--- config.mk ---
export PLATFORM = sky130hd
export DESIGN_NAME = uart_rx
export DESIGN_NICKNAME = d
export VERILOG_FILES = /design/src/rtl/uart_pkg.sv /design/src/rtl/uart_rx_sync.sv /design/src/rtl/uart_rx.sv
export SDC_FILE = /design/constraint.sdc
export NUM_CORES = 1
export LEC_CHECK = 0
export CAP_MARGIN = 20
export CORE_ASPECT_RATIO = 0.75
export CORE_MARGIN = 8
export CORE_UTILIZATION = 56
export CTS_CLUSTER_DIAMETER = 60
export DETAILED_ROUTE_END_ITERATION = 8
export GPL_TIMING_DRIVEN = 0
export PLACE_DENSITY = 0.84
export SLEW_MARGIN = 20
export SYNTH_ARGS = -nofsm -noshare
export SYNTH_HDL_FRONTEND = slang
export SYNTH_SLANG_ARGS = --single-unit
--- constraint.sdc ---
create_clock -name i_clk -period 1.7 [get_ports i_clk]
set_input_delay 0.34 -clock i_clk [delete_from_list [all_inputs] [get_ports i_clk]]
set_output_delay 0.34 -clock i_clk [all_outputs]
set_load 0.1 [all_outputs]
--- src/rtl/uart_pkg.sv ---
// Shared UART definitions used by uart_rx and uart_tx: frame constants,
// the default bit period and the receiver FSM state encoding.
package uart_pkg;

  localparam int   UART_DATA_BITS    = 8;
  localparam logic UART_IDLE_LEVEL   = 1'b1;
  localparam int   UART_CLKS_PER_BIT = 868;

  typedef enum logic [2:0] {
    S_IDLE,
    S_START,
    S_DATA,
    S_PARITY,
    S_STOP,
    S_BREAK
  } rx_state_t;

endpackage

--- src/rtl/uart_rx_sync.sv ---
// Two-flop synchronizer for an asynchronous single-bit input; both flops
// reset to RST_VAL so a reset never fabricates an edge on the output.
module uart_rx_sync #(
  parameter logic RST_VAL = 1'b1
) (
  input  logic i_clk,
  input  logic i_rst,
  input  logic i_async,
  output logic o_sync
);

  logic meta_p0;

  always_ff @(posedge i_clk) begin
    if (i_rst) begin
      meta_p0 <= RST_VAL;
      o_sync  <= RST_VAL;
    end else begin
      meta_p0 <= i_async;
      o_sync  <= meta_p0;
    end
  end

endmodule

--- src/rtl/uart_rx.sv ---
// UART receiver, 8 data bits LSB first, 1 stop bit, valid/ready output.
// Define UART_RX_PARITY_EN to add an even-parity bit before the stop bit.
module uart_rx
  import uart_pkg::*;
#(
  parameter int CLKS_PER_BIT = UART_CLKS_PER_BIT
) (
  input  logic       i_clk,
  input  logic       i_rst,
  input  logic       i_uart_rx,
  output logic [7:0] o_data,
  output logic       o_valid,
  input  logic       i_ready,
  output logic       o_frame_err,
  output logic       o_overrun,
  output logic       o_parity_err
);

  localparam int HALF_BIT = CLKS_PER_BIT / 2;
  localparam int CNT_W    = $clog2(CLKS_PER_BIT) + 1;

  localparam logic [CNT_W-1:0] CNT_HALF = CNT_W'(HALF_BIT);
  localparam logic [CNT_W-1:0] CNT_FULL = CNT_W'(CLKS_PER_BIT);
  localparam logic [2:0]       IDX_LAST = 3'(UART_DATA_BITS - 1);

  logic                      rx_s;
  rx_state_t                 state, state_nxt;
  logic [CNT_W-1:0]          cnt, cnt_nxt;
  logic [2:0]                bit_idx, bit_idx_nxt;
  logic [UART_DATA_BITS-1:0] shreg, shreg_nxt;
  logic [7:0]                data_nxt;
  logic                      valid_nxt;
  logic                      frame_err_nxt;
  logic                      overrun_nxt;
  logic                      bit_last;
  logic                      mid_bit;
`ifdef UART_RX_PARITY_EN
  logic                      par_bad, par_bad_nxt;
  logic                      parity_err_nxt;
`endif

  uart_rx_sync #(
    .RST_VAL (UART_IDLE_LEVEL)
  ) u_sync (
    .i_clk   (i_clk),
    .i_rst   (i_rst),
    .i_async (i_uart_rx),
    .o_sync  (rx_s)
  );

  assign bit_last = (bit_idx == IDX_LAST);
  assign mid_bit  = (cnt == CNT_FULL);

  // cnt tracks cycles since the last sample point, so each later sample
  // lands exactly one bit period after the previous one.
  always_comb begin
    state_nxt     = state;
    cnt_nxt       = cnt;
    bit_idx_nxt   = bit_idx;
    shreg_nxt     = shreg;
    data_nxt      = o_data;
    valid_nxt     = o_valid && !i_ready;
    frame_err_nxt = 1'b0;
    overrun_nxt   = 1'b0;
`ifdef UART_RX_PARITY_EN
    par_bad_nxt    = par_bad;
    parity_err_nxt = 1'b0;
`endif
    case (state)
      S_IDLE: begin
        cnt_nxt     = '0;
        bit_idx_nxt = '0;
`ifdef UART_RX_PARITY_EN
        par_bad_nxt = 1'b0;
`endif
        if (rx_s == 1'b0) begin
          state_nxt = S_START;
          cnt_nxt   = CNT_W'(1);
        end
      end
      S_START: begin
        cnt_nxt = cnt + CNT_W'(1);
        if (cnt == CNT_HALF) begin
          if (rx_s == 1'b0) begin
            state_nxt = S_DATA;
            cnt_nxt   = CNT_W'(1);
          end else begin
            state_nxt = S_IDLE;
            cnt_nxt   = '0;
          end
        end
      end
      S_DATA: begin
        cnt_nxt = cnt + CNT_W'(1);
        if (mid_bit) begin
          cnt_nxt     = CNT_W'(1);
          shreg_nxt   = {rx_s, shreg[UART_DATA_BITS-1:1]};
          bit_idx_nxt = bit_idx + 3'd1;
          if (bit_last) begin
`ifdef UART_RX_PARITY_EN
            state_nxt = S_PARITY;
`else
            state_nxt = S_STOP;
`endif
          end
        end
      end
`ifdef UART_RX_PARITY_EN
      S_PARITY: begin
        cnt_nxt = cnt + CNT_W'(1);
        if (mid_bit) begin
          cnt_nxt     = CNT_W'(1);
          par_bad_nxt = rx_s ^ (^shreg);
          state_nxt   = S_STOP;
        end
      end
`endif
      S_STOP: begin
        cnt_nxt = cnt + CNT_W'(1);
        if (mid_bit) begin
          cnt_nxt = '0;
          if (rx_s == 1'b0) begin
            frame_err_nxt = 1'b1;
`ifdef UART_RX_PARITY_EN
            parity_err_nxt = par_bad;
`endif
            state_nxt = S_BREAK;
          end else begin
            state_nxt = S_IDLE;
`ifdef UART_RX_PARITY_EN
            if (par_bad) begin
              parity_err_nxt = 1'b1;
            end else
`endif
            if (!o_valid || i_ready) begin
              data_nxt  = shreg;
              valid_nxt = 1'b1;
            end else begin
              overrun_nxt = 1'b1;
            end
          end
        end
      end
      S_BREAK: begin
        cnt_nxt = '0;
        if (rx_s == 1'b1) begin
          state_nxt = S_IDLE;
        end
      end
      default: begin
        state_nxt = S_IDLE;
        cnt_nxt   = '0;
      end
    endcase
  end

  always_ff @(posedge i_clk) begin
    if (i_rst) begin
      state       <= S_IDLE;
      cnt         <= '0;
      bit_idx     <= '0;
      o_data      <= '0;
      o_valid     <= 1'b0;
      o_frame_err <= 1'b0;
      o_overrun   <= 1'b0;
`ifdef UART_RX_PARITY_EN
      par_bad      <= 1'b0;
      o_parity_err <= 1'b0;
`endif
    end else begin
      state       <= state_nxt;
      cnt         <= cnt_nxt;
      bit_idx     <= bit_idx_nxt;
      o_data      <= data_nxt;
      o_valid     <= valid_nxt;
      o_frame_err <= frame_err_nxt;
      o_overrun   <= overrun_nxt;
`ifdef UART_RX_PARITY_EN
      par_bad      <= par_bad_nxt;
      o_parity_err <= parity_err_nxt;
`endif
    end
  end

  // Shift register is pure datapath; its content is only used after a
  // complete frame has overwritten every bit.
  always_ff @(posedge i_clk) begin
    shreg <= shreg_nxt;
  end

`ifndef UART_RX_PARITY_EN
  assign o_parity_err = 1'b0;
`endif

endmodule
# == Yosys cells after proc, flatten, opt, wreduce, memory -nomap -nowiden ==
# Index checks and enable logic that the tools add are counted.
# word_totals
elab_cells,62
latchBits,0
romBits,0
out_inout_bits,12
ff_bits,38
ramBits,0
memories,0
# classes
n_shift,0
n_bitwise,3
n_reduce_logical,12
magnitude_cmp,0
n_eq_ne,13
multipliers,0
addsub,2
div_mod_pow,0
muxes,22
# ops
operator,count
$pmux 11 s4,1
$mux 11,3
$mux 3,8
$pmux 3 s5,1
$add 11x1->11 const B,1
$eq 11x10->1 const B,1
$eq 11x9->1 const B,1
$ne 2x2->1 const B,5
$eq 3x3->1 const B,3
$mux 1,7
$pmux 3 s2,1
$reduce_and 6->1,1
$reduce_and 2->1,2
$reduce_and 4->1,1
$reduce_or 4->1,1
$add 3x1->3 const B,1
$eq 3x1->1 const B,1
$eq 3x2->1 const B,1
$logic_not 3->1,1
$not 1->1,3
$reduce_or 3->1,1
$logic_not 1->1,2
$mux 2,1
$ne 2x1->1 const B,1
3 further kinds,3

# == Longest topological paths before layout ==
# depth
word_depth,6
mapped_depth,7
ltp_nobuf,6

# == By module ==
# Synthesis repeated with hierarchy kept, for this count alone.
# hier_totals
cells_unflattened,168
hier_area_um2,1660.3
# by_module_without_submodules
mod,seq_area_each_um2,cells_per_inst,area_per_inst_um2,instances
uart_rx,800.8,164,1607.8,1
uart_rx_sync,40.0,4,52.6,1

# == Worst setup path before layout ==
# Ideal clock, no wire load.
# synth_path
path_type,register to register
startpoint,register o_valid
endpoint,register o_data[0]
setup_ps,132
t_arrival_ps,1628
path_slack_ps,-60
stages_incl_launch_ff,6
n_path_buf,1
period_less_slack_ps,1760
path_cell_list,dfxtp_1 -> nand2b_1 -> and3_1 -> buf_2 -> nand3_1 -> a21oi_1
# synth_between
elab_chain_cells,3
# synth_rtl
element,line,text
start: declaration,uart_rx.sv:12,"output logic o_valid,"
start signal: assignment,uart_rx.sv:175,o_valid <= valid_nxt;
$logic_not 1->1,uart_rx.sv:135,if (!o_valid || i_ready) begin
$logic_or 1x1->1,uart_rx.sv:135,
$reduce_and 4->1 (no source line),--,
end signal: assignment,uart_rx.sv:174,o_data <= data_nxt;
end: declaration,uart_rx.sv:11,"output logic [7:0] o_data,"
# No other way between the ends.
# A chain may end at the register's enable or synchronous reset.

# == Final worst setup path ==
# layout_path
startpoint,register cnt[0]
endpoint,register state[2]
# layout_between
elab_chain_cells,3
word_cells_on_any_way,6
classes_between,eq/ne: 5; reduce/logical: 1
# layout_rtl
element,line,text
start: declaration,uart_rx.sv:28,"logic [CNT_W-1:0] cnt, cnt_nxt;"
start signal: assignment,uart_rx.sv:172,cnt <= cnt_nxt;
$eq 11x9->1 / $eq 11x10->1 (equally long branches),"uart_rx.sv:83, uart_rx.sv:52",
$ne 2x2->1 (no source line),--,
$reduce_and 6->1 (no source line) *,--,
end signal: assignment,uart_rx.sv:171,state <= state_nxt;
end: declaration,uart_rx.sv:27,"rx_state_t state, state_nxt;"
# Every way passes the cells marked *; elsewhere a longest branch is shown, timed or not.

==> impl_metrics.py <==
metrics = {
    "outcome": {
        "outcome": "complete, no violations",
    },
    "clock_network": {
        "clk_pin_slew_ps": 80,
        "cts_sinks": 38,
        "ctsLongestPathBuffers": 2,
        "cts_tree": "built",
        "cts.htree.levels": 2,
        "clkLatencyLatePin_ps": 290,
        "cts_root_buffer": "clkbuf_8",
        "cts_buffers": 5,
    },
    "logic_synthesis": {
        "synth-edff-count": 8,
        "synthCells": 191,
        "syn_area_mm2": 0.00186,
        "synth_common_cells": "dfxtp_1 (30), nand3_1 (16), a21oi_1 (15)",
        "ys_ff_latch": 38,
        "synth_top_cell_by_area": "dfxtp_1",
        "synth_top_cell_area_share": 0.323,
        "yosysWarnings": 0,
        "ys_types": 50,
        "seq_area_frac_synth": 0.452,
        "synth_nets": 200,
        "synth_area_leaders": "dfxtp_1 (32%), edfxtp_1 (13%), nand3_1 (4.3%)",
        "syn_area_per_cell_um2": 9.73,
        "yosysMostFrequentCell": "dfxtp_1",
        "synth_ff_type": "dfxtp_1",
        "async_reset_ff_frac": 0,
    },
    "die": {
        "pin_count": 16,
        "dieArea_mm2": 0.00544,
        "die_h_um": 65.9,
        "initial_utilization": 0.573,
        "fp.dieW_um": 82.5,
        "num_rows": 18,
        "core_mm2": 0.00324,
    },
    "finish": {
        "diodes": 0,
        "layout.nets": 222,
        "area_growth_pct": 23.2,
        "drive_gt1_frac": 0.294,
        "final_core_util": 0.706,
    },
    "placed_design": {
        "port-buffer-count": 14,
        "gp_congestion": 0.840,
        "place_hpwl_um": 2830,
    },
    "worst_setup_path": {
        "crit_path_max_fanout": 6,
        "cp_data_required_time_ps": 1880,
        "cp-start-kind": "flip-flop",
        "cp.arrival_ps": 1830,
        "setup.worst_path.class": "flip-flop to flip-flop",
        "cp-startpoint": "cnt[0]$_SDFF_PP0_",
        "rr_startpoint": "cnt[0]$_SDFF_PP0_",
        "end_kind": "flip-flop",
    },
    "power_and_ir_drop": {
        "powerDensity_mw_per_mm2": 866,
        "ir_drop_uv": 640,
        "power_mw": 1.98,
        "p_leak_nw": 0.768,
    },
    "grt": {
        "grt_overflow": 0,
        "grt_max_degree": 13,
        "grt_pass1_wl_um": 6950,
        "grt_pass1_vias": 1441,
        "antenna_found_initial": 0,
        "grt_usage": 0.164,
    },
    "timing": {
        "fin_crit_sh": 0.971,
        "period_minus_slack_ps": 1650,
        "fin_skew_ps": 4.31,
        "rsz0062_at_grt": "yes",
        "tns_ps": 0,
        "setup_violations": 0,
        "fmax_ghz": 0.606,
        "slew_viol_final": 0,
        "worst_pin_slew_ps": 555,
        "slew_headroom": 0.632,
        "hold_viol": 0,
    },
    "drt": {
        "num_vias": 1516,
        "drtIter0Drc": 128,
        "postRouteAntennaNets": 0,
        "drc": 0,
        "post_drt_wl_per_cell_um": 16.6,
        "vias_per_cell": 5.97,
        "drt-total-wl_um": 4220,
        "drtPass1Iterations": 4,
    },
    "worst_hold_path": {
        "hold_class": "flip-flop to flip-flop",
        "hold_path.startpoint": "u_sync.meta_p0$_SDFF_PP1_",
    },
    "job": {
        "max_cap_viol_count": 0,
    },
}
## cells by family after synthesis
group	Yosys count	synth area share
XOR/XNOR	10	0.0471
buffers and inverters	16	0.0424
adder cells (fa/ha/maj)	5	0.0336
multiplexers	3	0.0175
other	1	0.00202
AO/OA/AOI/OAI	40	0.135
AND/OR/NAND/NOR	78	0.271
flip-flops	38	0.452
## through the flow
| step | instance area [µm²] | hold WS [ps] | cells | worst slack, ps |
|---|---|---|---|---|
| global placement | 2050 | 398 | 245 | -258 |
| CTS | 2240 | 423 | 254 | 12.5 |
| finish | 2290 | 419 | 254 | 50.0 |
| global route | 2290 | 432 | 254 | 2.83 |
| detailed placement | 2050 | 404 | 245 | -297 |
| floorplan | 1860 | 389 | 191 | 162 |
## critical path: stages (launching register included)
cell      delay [ps]
dfxtp_4          370
inv_4             70
ha_4             120
and4b_4          300
nand2_4           80
a2111o_1         460
mux2i_1          140
## per-layer routing
layer | up-vias | track usage | routed length, µm
met3 | 8 | 0.0380 | 289
met1 | 720 | 0.223 | 1930
met2 | 48 | 0.245 | 1930
met5 | - | 0 | 0
li1 | 740 | - | -
met4 | 0 | 0.0644 | 71
## final cells by class
class,instances,area (µm²)
multi-input combinational,137,983
sequential,38,847
clock inverter,2,60.1
clock buffer,6,82.6
fill,244,952
tap,40,50.0
inverter,5,21.3
buffer,9,57.6
timing repair buffer,17,189
## registers in the layout, summed over array words and instances (netlist names), 3 cells and up
register and flops:
bit_idx 3, cnt 11, o_data 8, shreg 8, state 3
## timing repair
action / CTS / global route
pin swaps: 1 / 3
buffers inserted: 1 / 2
setup endpoints to repair: 31 / 22
gates resized for setup: 37 / 18
hold buffers: 0 / 0
## worst paths after layout
path	end	cells after the start	slack [ps]
setup / recovery	state[2]$_SDFFE_PP0P_	6	50
hold / removal	u_sync.o_sync$_SDFF_PP1_	1	420
setup reg to reg	state[2]$_SDFFE_PP0P_	6	50
hold reg to reg	u_sync.o_sync$_SDFF_PP1_	1	420
## placed cells by master, fill, tap and decap left out, types with 4 or more instances in the layout
cell / n
nand2_1: 7
clkdlybuf4s15_2: 11
a21oi_1: 15
edfxtp_1: 8
o21ai_0: 12
nand3_1: 15
dfxtp_1: 27
clkbuf_8: 6
xnor2_1: 8
nor2_1: 7
ha_1: 4
buf_4: 6
nor3_1: 13
## power breakdown
group	switching, mW	internal, mW
registers	0.00923	0.921
clock network	0.325	0.626
logic	0.0598	0.0445
Note: power is estimated with default switching activity, not from simulation.
